[src/rtl/ddr_wr_ctrl_if.sv]
// Write-channel bundle between the write FIFO, the DDR arbiter and the MIG app interface.
// master = write controller, slave = FIFO/arbiter/MIG side.
interface ddr_wr_ctrl_if #(
  parameter int unsigned ADDR_WIDTH = 28,
  parameter int unsigned DATA_WIDTH = 128
);
  logic                      init_calib_complete;
  logic [15:0]               fifo_cnt;
  logic [DATA_WIDTH-1:0]     fifo_dout;
  logic                      fifo_rd_en;
  logic                      wr_req;
  logic                      wr_ack;
  logic                      wr_done;
  logic [ADDR_WIDTH-1:0]     app_addr;
  logic [2:0]                app_cmd;
  logic                      app_en;
  logic                      app_rdy;
  logic [DATA_WIDTH-1:0]     app_wdf_data;
  logic                      app_wdf_wren;
  logic                      app_wdf_end;
  logic [DATA_WIDTH/8-1:0]   app_wdf_mask;
  logic                      app_wdf_rdy;

  modport master (
    input  init_calib_complete, fifo_cnt, fifo_dout, wr_ack, app_rdy, app_wdf_rdy,
    output fifo_rd_en, wr_req, wr_done, app_addr, app_cmd, app_en,
           app_wdf_data, app_wdf_wren, app_wdf_end, app_wdf_mask
  );

  modport slave (
    output init_calib_complete, fifo_cnt, fifo_dout, wr_ack, app_rdy, app_wdf_rdy,
    input  fifo_rd_en, wr_req, wr_done, app_addr, app_cmd, app_en,
           app_wdf_data, app_wdf_wren, app_wdf_end, app_wdf_mask
  );
endinterface

[src/rtl/ddr_wr_ctrl.sv]
// DDR write-channel master: requests a burst once BURST_LEN words are buffered,
// then streams BURST_LEN write commands/data into the MIG app interface.
module ddr_wr_ctrl #(
  parameter int unsigned BURST_LEN  = 64,
  parameter int unsigned ADDR_WIDTH = 28,
  parameter int unsigned DATA_WIDTH = 128,
  parameter int unsigned ADDR_STEP  = 8,
  parameter int unsigned ADDR_BASE  = 0,
  parameter int unsigned ADDR_END   = 32'h0080_0000
) (
  input  logic            ui_clk,
  input  logic            rst,
  ddr_wr_ctrl_if.master   bus
);

  localparam int unsigned           CNT_W      = $clog2(BURST_LEN) + 1;
  localparam logic [CNT_W-1:0]      BEAT_LAST  = CNT_W'(BURST_LEN - 1);
  localparam logic [CNT_W-1:0]      BEAT_ONE   = CNT_W'(1);
  localparam logic [ADDR_WIDTH-1:0] ADDR_FIRST = ADDR_WIDTH'(ADDR_BASE);
  localparam logic [ADDR_WIDTH-1:0] ADDR_LAST  = ADDR_WIDTH'(ADDR_END - ADDR_STEP);
  localparam logic [ADDR_WIDTH-1:0] ADDR_INC   = ADDR_WIDTH'(ADDR_STEP);
  localparam logic [15:0]           FIFO_THR   = 16'(BURST_LEN);

  typedef enum logic [3:0] {
    S_IDLE  = 4'b0001,
    S_REQ   = 4'b0010,
    S_WRITE = 4'b0100,
    S_DONE  = 4'b1000
  } state_t;

  state_t                r_state;
  state_t                w_next;
  logic                  r_wr_req;
  logic [CNT_W-1:0]      r_beat;
  logic [ADDR_WIDTH-1:0] r_addr;

  logic w_start;
  logic w_grant;
  logic w_fire;
  logic w_last;
  logic w_app_en;
  logic w_wr_done;

  // Command and data are only ever issued together, so one fire covers both.
  assign w_start = (r_state == S_IDLE) && bus.init_calib_complete && (bus.fifo_cnt >= FIFO_THR);
  assign w_grant = (r_state == S_REQ) && bus.wr_ack;
  assign w_fire  = (r_state == S_WRITE) && bus.app_rdy && bus.app_wdf_rdy;
  assign w_last  = w_fire && (r_beat == BEAT_LAST);

  always_ff @(posedge ui_clk or posedge rst) begin
    if (rst) r_state <= S_IDLE;
    else     r_state <= w_next;
  end

  always_comb begin
    w_next = r_state;
    case (r_state)
      S_IDLE:  if (w_start) w_next = S_REQ;
      S_REQ:   if (w_grant) w_next = S_WRITE;
      S_WRITE: if (w_last)  w_next = S_DONE;
      S_DONE:  w_next = S_IDLE;
      default: w_next = S_IDLE;
    endcase
  end

  always_comb begin
    w_app_en  = 1'b0;
    w_wr_done = 1'b0;
    case (r_state)
      S_WRITE: w_app_en  = 1'b1;
      S_DONE:  w_wr_done = 1'b1;
      default: ;
    endcase
  end

  // Request flag, beat counter and address; address persists across bursts.
  always_ff @(posedge ui_clk or posedge rst) begin
    if (rst) begin
      r_wr_req <= 1'b0;
      r_beat   <= '0;
      r_addr   <= ADDR_FIRST;
    end else begin
      if (w_start)      r_wr_req <= 1'b1;
      else if (w_grant) r_wr_req <= 1'b0;

      if (w_grant)     r_beat <= '0;
      else if (w_fire) r_beat <= r_beat + BEAT_ONE;

      if (w_fire) r_addr <= (r_addr == ADDR_LAST) ? ADDR_FIRST : r_addr + ADDR_INC;
    end
  end

  assign bus.wr_req       = r_wr_req;
  assign bus.wr_done      = w_wr_done;
  assign bus.app_addr     = r_addr;
  assign bus.app_cmd      = 3'b000;
  assign bus.app_en       = w_app_en;
  assign bus.app_wdf_wren = w_app_en;
  assign bus.app_wdf_end  = w_app_en;
  assign bus.app_wdf_data = bus.fifo_dout;
  assign bus.app_wdf_mask = '0;
  assign bus.fifo_rd_en   = w_fire;

endmodule

[src/flat_wrapper.sv]
// flat-port wrapper written by rule: the top's interface ports become plain ports
module ddr_wr_ctrl_flat 
#(
  parameter int unsigned BURST_LEN  = 64,
  parameter int unsigned ADDR_WIDTH = 28,
  parameter int unsigned DATA_WIDTH = 128,
  parameter int unsigned ADDR_STEP  = 8,
  parameter int unsigned ADDR_BASE  = 0,
  parameter int unsigned ADDR_END   = 32'h0080_0000
)
  (ui_clk, rst, bus_init_calib_complete, bus_fifo_cnt, bus_fifo_dout, bus_wr_ack, bus_app_rdy, bus_app_wdf_rdy, bus_fifo_rd_en, bus_wr_req, bus_wr_done, bus_app_addr, bus_app_cmd, bus_app_en, bus_app_wdf_data, bus_app_wdf_wren, bus_app_wdf_end, bus_app_wdf_mask);
  ddr_wr_ctrl_if #(.ADDR_WIDTH(ADDR_WIDTH), .DATA_WIDTH(DATA_WIDTH)) bus_i ();
  input  logic ui_clk;
  input  logic rst;
  input wire logic [$bits(bus_i.init_calib_complete)-1:0] bus_init_calib_complete;
  input wire logic [$bits(bus_i.fifo_cnt)-1:0] bus_fifo_cnt;
  input wire logic [$bits(bus_i.fifo_dout)-1:0] bus_fifo_dout;
  input wire logic [$bits(bus_i.wr_ack)-1:0] bus_wr_ack;
  input wire logic [$bits(bus_i.app_rdy)-1:0] bus_app_rdy;
  input wire logic [$bits(bus_i.app_wdf_rdy)-1:0] bus_app_wdf_rdy;
  output wire logic [$bits(bus_i.fifo_rd_en)-1:0] bus_fifo_rd_en;
  output wire logic [$bits(bus_i.wr_req)-1:0] bus_wr_req;
  output wire logic [$bits(bus_i.wr_done)-1:0] bus_wr_done;
  output wire logic [$bits(bus_i.app_addr)-1:0] bus_app_addr;
  output wire logic [$bits(bus_i.app_cmd)-1:0] bus_app_cmd;
  output wire logic [$bits(bus_i.app_en)-1:0] bus_app_en;
  output wire logic [$bits(bus_i.app_wdf_data)-1:0] bus_app_wdf_data;
  output wire logic [$bits(bus_i.app_wdf_wren)-1:0] bus_app_wdf_wren;
  output wire logic [$bits(bus_i.app_wdf_end)-1:0] bus_app_wdf_end;
  output wire logic [$bits(bus_i.app_wdf_mask)-1:0] bus_app_wdf_mask;
  assign bus_i.init_calib_complete = bus_init_calib_complete;
  assign bus_i.fifo_cnt = bus_fifo_cnt;
  assign bus_i.fifo_dout = bus_fifo_dout;
  assign bus_i.wr_ack = bus_wr_ack;
  assign bus_i.app_rdy = bus_app_rdy;
  assign bus_i.app_wdf_rdy = bus_app_wdf_rdy;
  assign bus_fifo_rd_en = bus_i.fifo_rd_en;
  assign bus_wr_req = bus_i.wr_req;
  assign bus_wr_done = bus_i.wr_done;
  assign bus_app_addr = bus_i.app_addr;
  assign bus_app_cmd = bus_i.app_cmd;
  assign bus_app_en = bus_i.app_en;
  assign bus_app_wdf_data = bus_i.app_wdf_data;
  assign bus_app_wdf_wren = bus_i.app_wdf_wren;
  assign bus_app_wdf_end = bus_i.app_wdf_end;
  assign bus_app_wdf_mask = bus_i.app_wdf_mask;
  ddr_wr_ctrl #(.BURST_LEN(BURST_LEN), .ADDR_WIDTH(ADDR_WIDTH), .DATA_WIDTH(DATA_WIDTH), .ADDR_STEP(ADDR_STEP), .ADDR_BASE(ADDR_BASE), .ADDR_END(ADDR_END)) u_core (.ui_clk(ui_clk), .rst(rst), .bus(bus_i));
endmodule
[config.mk]
export PLATFORM = sky130hd
export DESIGN_NAME = ddr_wr_ctrl_flat
export DESIGN_NICKNAME = d
export VERILOG_FILES = /design/src/rtl/ddr_wr_ctrl_if.sv /design/src/rtl/ddr_wr_ctrl.sv /design/src/flat_wrapper.sv
export SDC_FILE = /design/constraint.sdc
export NUM_CORES = 1
export LEC_CHECK = 0
export CAP_MARGIN = 20
export CORE_AREA = 3 3 126 128
export CTS_BUF_LIST = sky130_fd_sc_hd__clkbuf_8
export DETAILED_ROUTE_END_ITERATION = 10
export DIE_AREA = 0 0 129 131
export GPL_ROUTABILITY_DRIVEN = 0
export PLACE_DENSITY = 0.7
export SETUP_SLACK_MARGIN = 0.3
export SLEW_MARGIN = 20
export SYNTH_ARGS = -nofsm -noshare
export SYNTH_HDL_FRONTEND = slang
export SYNTH_SLANG_ARGS = --single-unit
export TNS_END_PERCENT = 100
[constraint.sdc]
create_clock -name ui_clk -period 5.3 [get_ports ui_clk]
set_input_delay 0.795 -clock ui_clk [delete_from_list [all_inputs] [get_ports ui_clk]]
set_output_delay 0.795 -clock ui_clk [all_outputs]
set_load 0.02 [all_outputs]
Word level (Yosys, flattened, before mapping):

Index checks and enable logic that the tools add are counted.

* $add $sub $neg: 2
* magnitude comparators: 1
* equal/unequal tests: 9
* mux-type cells: 11
* reductions and logical operators: 9

Operator list (count)
* 28-bit by 4-bit adder with 28-bit output, second input constant: 1
* 28-bit by 23-bit equality test with 1-bit output, second input constant: 1
* 28-bit 2-to-1 mux: 1
* 16-bit by 7-bit greater-or-equal comparator with 1-bit output, second input constant: 1
* 7-bit 2-to-1 mux: 2
* 4-bit 2-to-1 mux: 3
* 4-bit case mux with 3 select lines: 1
* 7-bit by 1-bit adder with 7-bit output, second input constant: 1
* 7-bit by 6-bit equality test with 1-bit output, second input constant: 1
* 1-bit logical AND: 6
* 2-bit by 1-bit inequality test with 1-bit output, second input constant: 3
* 4-bit by 1-bit equality test with 1-bit output, second input constant: 1
* 4-bit by 2-bit equality test with 1-bit output, second input constant: 1
* 4-bit by 3-bit equality test with 1-bit output, second input constant: 1
* 4-bit equality test, second input constant: 1
* 1-bit 2-to-1 mux: 4
* 2-bit nonzero test: 2
* 3-bit AND reduction: 1

* register bits: 40
* output and inout port bits: 181
* logic and storage cells: 36

Logic depth before layout (Yosys ltp):

* depth in word-level cells: 6
* depth in mapped cells: 7
* depth with buffers taken out: 5

Least setup slack after synthesis:

Ideal clock, no wire load.

* path type: register to output
* start: register u_core.r_state[3]
* end: output bus_fifo_rd_en
* data arrival time: 1.540 ns
* data required time: 4.505 ns
* setup slack: 2.965 ns
* cell stages (with the launch flop): 4
* buffers on the path: 1
* path through: dfrtp_1 or4b_1 buf_2 nor2_1

* longest elaborated chain between the ends: 3

Ends and longest elaborated chain
* start: declaration: line ddr_wr_ctrl.sv:31 `state_t r_state;`
* start signal: assignment: line ddr_wr_ctrl.sv:52 `else r_state <= w_next;`
* 4-bit by 3-bit equality test with 1-bit output: line ddr_wr_ctrl.sv:47 `assign w_fire = (r_state == S_WRITE) && bus.app_rdy && bus.app_wdf_rdy;`
* 1-bit logical AND (2 in a row): line ddr_wr_ctrl.sv:47
* end: declaration: line flat_wrapper.sv:21 `output wire logic [$bits(bus_i.fifo_rd_en)-1:0] bus_fifo_rd_en;`

Every way passes these cells.

Final worst setup path:

Same ends and word-level chain as after synthesis.

==> qor.yml <==
timing:
  period_minus_slack_ns: 3.336
  rsz0062_at_grt: "no"
  setup_viol: 0
  worst_pin_slew_ns: 0.7267
  skew_ns: 0.007888
  slew_headroom_pct: 51.19
  tns_ns: 0
  hold_viol: 0
  fin_crit_sh_pct: 62.94
  max_freq_mhz: 299.8
  finalMaxSlewViolations: 0
grt:
  use_met1_pct: 9.294
  antenna_found_initial: 0
  grtUsageTotal_pct: 8.335
  grt-busiest-layer: "met2"
  use_met3_pct: 4.472
  grt.overflow.total: 0
  grt_pass1_vias: 1751
  grt_pass1_wl_um: 10720
  grt_max_degree: 38
  grt_use_met2_pct: 11.28
final_layout:
  drive_gt1_share_pct: 5.323
  final_util_pct: 18.34
  areaGrowthSynthToFinish_pct: -8.997
  nets: 414
  antennaDiodeCount: 0
  mostFrequentLayoutCell: "clkdlybuf4s50_1"
  fillers: 1686
  mostFrequentLayoutCells: "clkdlybuf4s50_1 (46), dfrtp_1 (36), conb_1 (22)"
route:
  avgViaCountPerCell: 3.949
  ant_nets: 0
  drc: 0
  drt_wl_total_um: 7236
  vias: 1781
  first_pass_iters: 4
  initialDrtViolationCount: 61
  wire_per_inst_um: 16.04
die:
  die-width_um: 129
  die_area_um2: 16900
  coreArea_um2: 14980
  rows: 45
  die_y_um: 131
  start_util_pct: 20.15
  io_pins: 331
synthesis:
  synth_cells: 341
  syn_area_um2: 3018
  synth_edf_count: 0
  ys_types: 40
  synthArstFlopShare_pct: 100.0
  seq_area_frac_synth_pct: 30.72
  synth_seq_cells: 37
  yosys_warnings: 0
  synth_ff_type: "dfrtp_1"
  syn_area_per_cell_um2: 8.850
placement:
  io_buffers: 46
  dpl.hpwl_um: 5577
power_and_ir_drop:
  p_clk_share_pct: 30.6
  pwr-share-comb_pct: 19.4
  internal_power_w: 0.0004740
  p_leak_nw: 1.127
  power_per_cell_area_nw_per_um2: 245.1
  p_sw_w: 0.0001993
  vdd_drop_max_mv: 0.1541
  power_frac_seq_pct: 50.0
  switching_share_pct: 29.60
cts:
  cts_resized: 0
  cts_made_buffers: 5
  clk_path_buf_depth: 2
  cts_setup_buffers: 0
  clk_pin_slew_worst_paths_ns: 0.08
  root_buffer: "clkbuf_8"
  cts_tree: "done"
  clock_latency_ns: 0.29
  hold_buffers: 0
  cts_htree_levels: 2
  clock-sinks: 37
setup_path:
  crit_required_ns: 4.51
  cp_max_fo: 9
  end_kind: "output pin"
  start_kind: "flip-flop"
  arrival_ns: 2.54
  critical_path_class: "flip-flop to output pin"
flow_run:
  maxCapViolations: 0
min_path:
  worstHoldPathType: "flip-flop to flip-flop"
status:
  outcome: "complete, no violations"
## critical path, stage by stage (launching register included)
cell and delay, ns:
dfrtp_1 0.42, or4b_1 0.73, nor2_1 0.43, clkdlybuf4s50_1 0.69
## cell usage after synthesis (all sizes together), types with 2 or more instances
| master | n | share of area [%] |
|---|---|---|
| or4 | 6 | 1.6 |
| dfrtp | 36 | 30 |
| xor2 | 9 | 2.6 |
| nand3 | 15 | 2.5 |
| nand2 | 11 | 1.4 |
| xnor2 | 15 | 4.4 |
| nor2 | 15 | 1.9 |
| nor3 | 4 | 0.66 |
| ha | 2 | 0.83 |
| and4 | 3 | 0.87 |
| and3 | 5 | 1.0 |
| buf | 154 | 38 |
| inv | 6 | 0.75 |
| a21oi | 8 | 1.3 |
| or3 | 3 | 0.62 |
| nor4 | 9 | 2.6 |
| nand4 | 9 | 1.9 |
| o21ai | 9 | 1.5 |
| o31ai | 2 | 0.50 |
| and2 | 4 | 0.83 |
| a31oi | 2 | 0.41 |
## power by group through the flow
stage / sequential, W / combinational [W] / clock, W
3_3_place_gp: 0.000342 / 0.000130 / 0
6_report: 0.000337 / 0.000130 / 0.000206
5_1_grt: 0.000343 / 0.000144 / 0.000229
2_1_floorplan: 0.000349 / 0.000224 / 0
4_1_cts: 0.000338 / 0.000133 / 0.000217
3_5_place_dp: 0.000343 / 0.000132 / 0
## cell families (layout without fill, tap and decap cells)
logic type	Yosys count	in the layout	synth area share [%]
buffers and inverters	162	63	39.14
other	1	22	0.1243
AOI/OAI and AO/OA	25	25	4.892
xor gates and xnor gates	24	24	6.965
DFF	37	37	30.72
and+or+nand+nor	90	90	17.33
adders and majority gates	2	2	0.8291
## final cells by class
| class | instances | area, µm² | share of cell area [%] |
|---|---|---|---|
| Tap cell | 188 | 235.2 | 8.565 |
| Timing Repair Buffer | 48 | 475.5 | 17.31 |
| Inverter | 7 | 26.28 | 0.9567 |
| Clock buffer | 6 | 82.58 | 3.007 |
| Clock inverter | 2 | 11.26 | 0.4100 |
| Multi-Input combinational cell | 163 | 988.4 | 35.99 |
| Sequential cell | 37 | 927.1 | 33.76 |
## worst paths after layout
path	start	endpoint	slack, ns	cells after the start
max in group asynchronous	rst	u_core.r_state[0]	3.98	3
hold / removal	u_core.bus.app_addr[27]	u_core.bus.app_addr[27]	0.52	1
min in group asynchronous	rst	u_core.bus.app_addr[26]	0.93	3
setup reg to reg	u_core.r_state[3]	u_core.bus.app_addr[11]	2.45	5
hold reg to reg	u_core.bus.app_addr[27]	u_core.bus.app_addr[27]	0.52	1
setup / recovery	u_core.r_state[3]	bus_fifo_rd_en	1.96	3
## per-stage QoR
step	setup slack [ns]	total power (W)	area (µm²)	instances	hold slack, ns
CTS	1.925	0.0006868	2746	451	0.5248
floorplan	2.965	0.0005738	3097	362	0.4933
detailed placement	1.982	0.0004745	2653	443	0.5092
finish	1.964	0.0006733	2746	451	0.5178
global placement	1.987	0.0004715	2653	443	0.5033
global route	1.801	0.0007160	2746	451	0.5560
## metal layers
layer	share of wire, %	up-vias
li1	-	819
met1	36	778
met2	41	121
met3	14	63
met4	8.6	0
met5	0	-
## sequential cells by signal, summed over array words and instances (netlist names)
register / flops
u_core.r_beat: 7
u_core.r_state: 4
u_core.bus.app_addr: 25
u_core.bus.wr_req: 1
No activity file was read; power rests on OpenSTA's default activity.
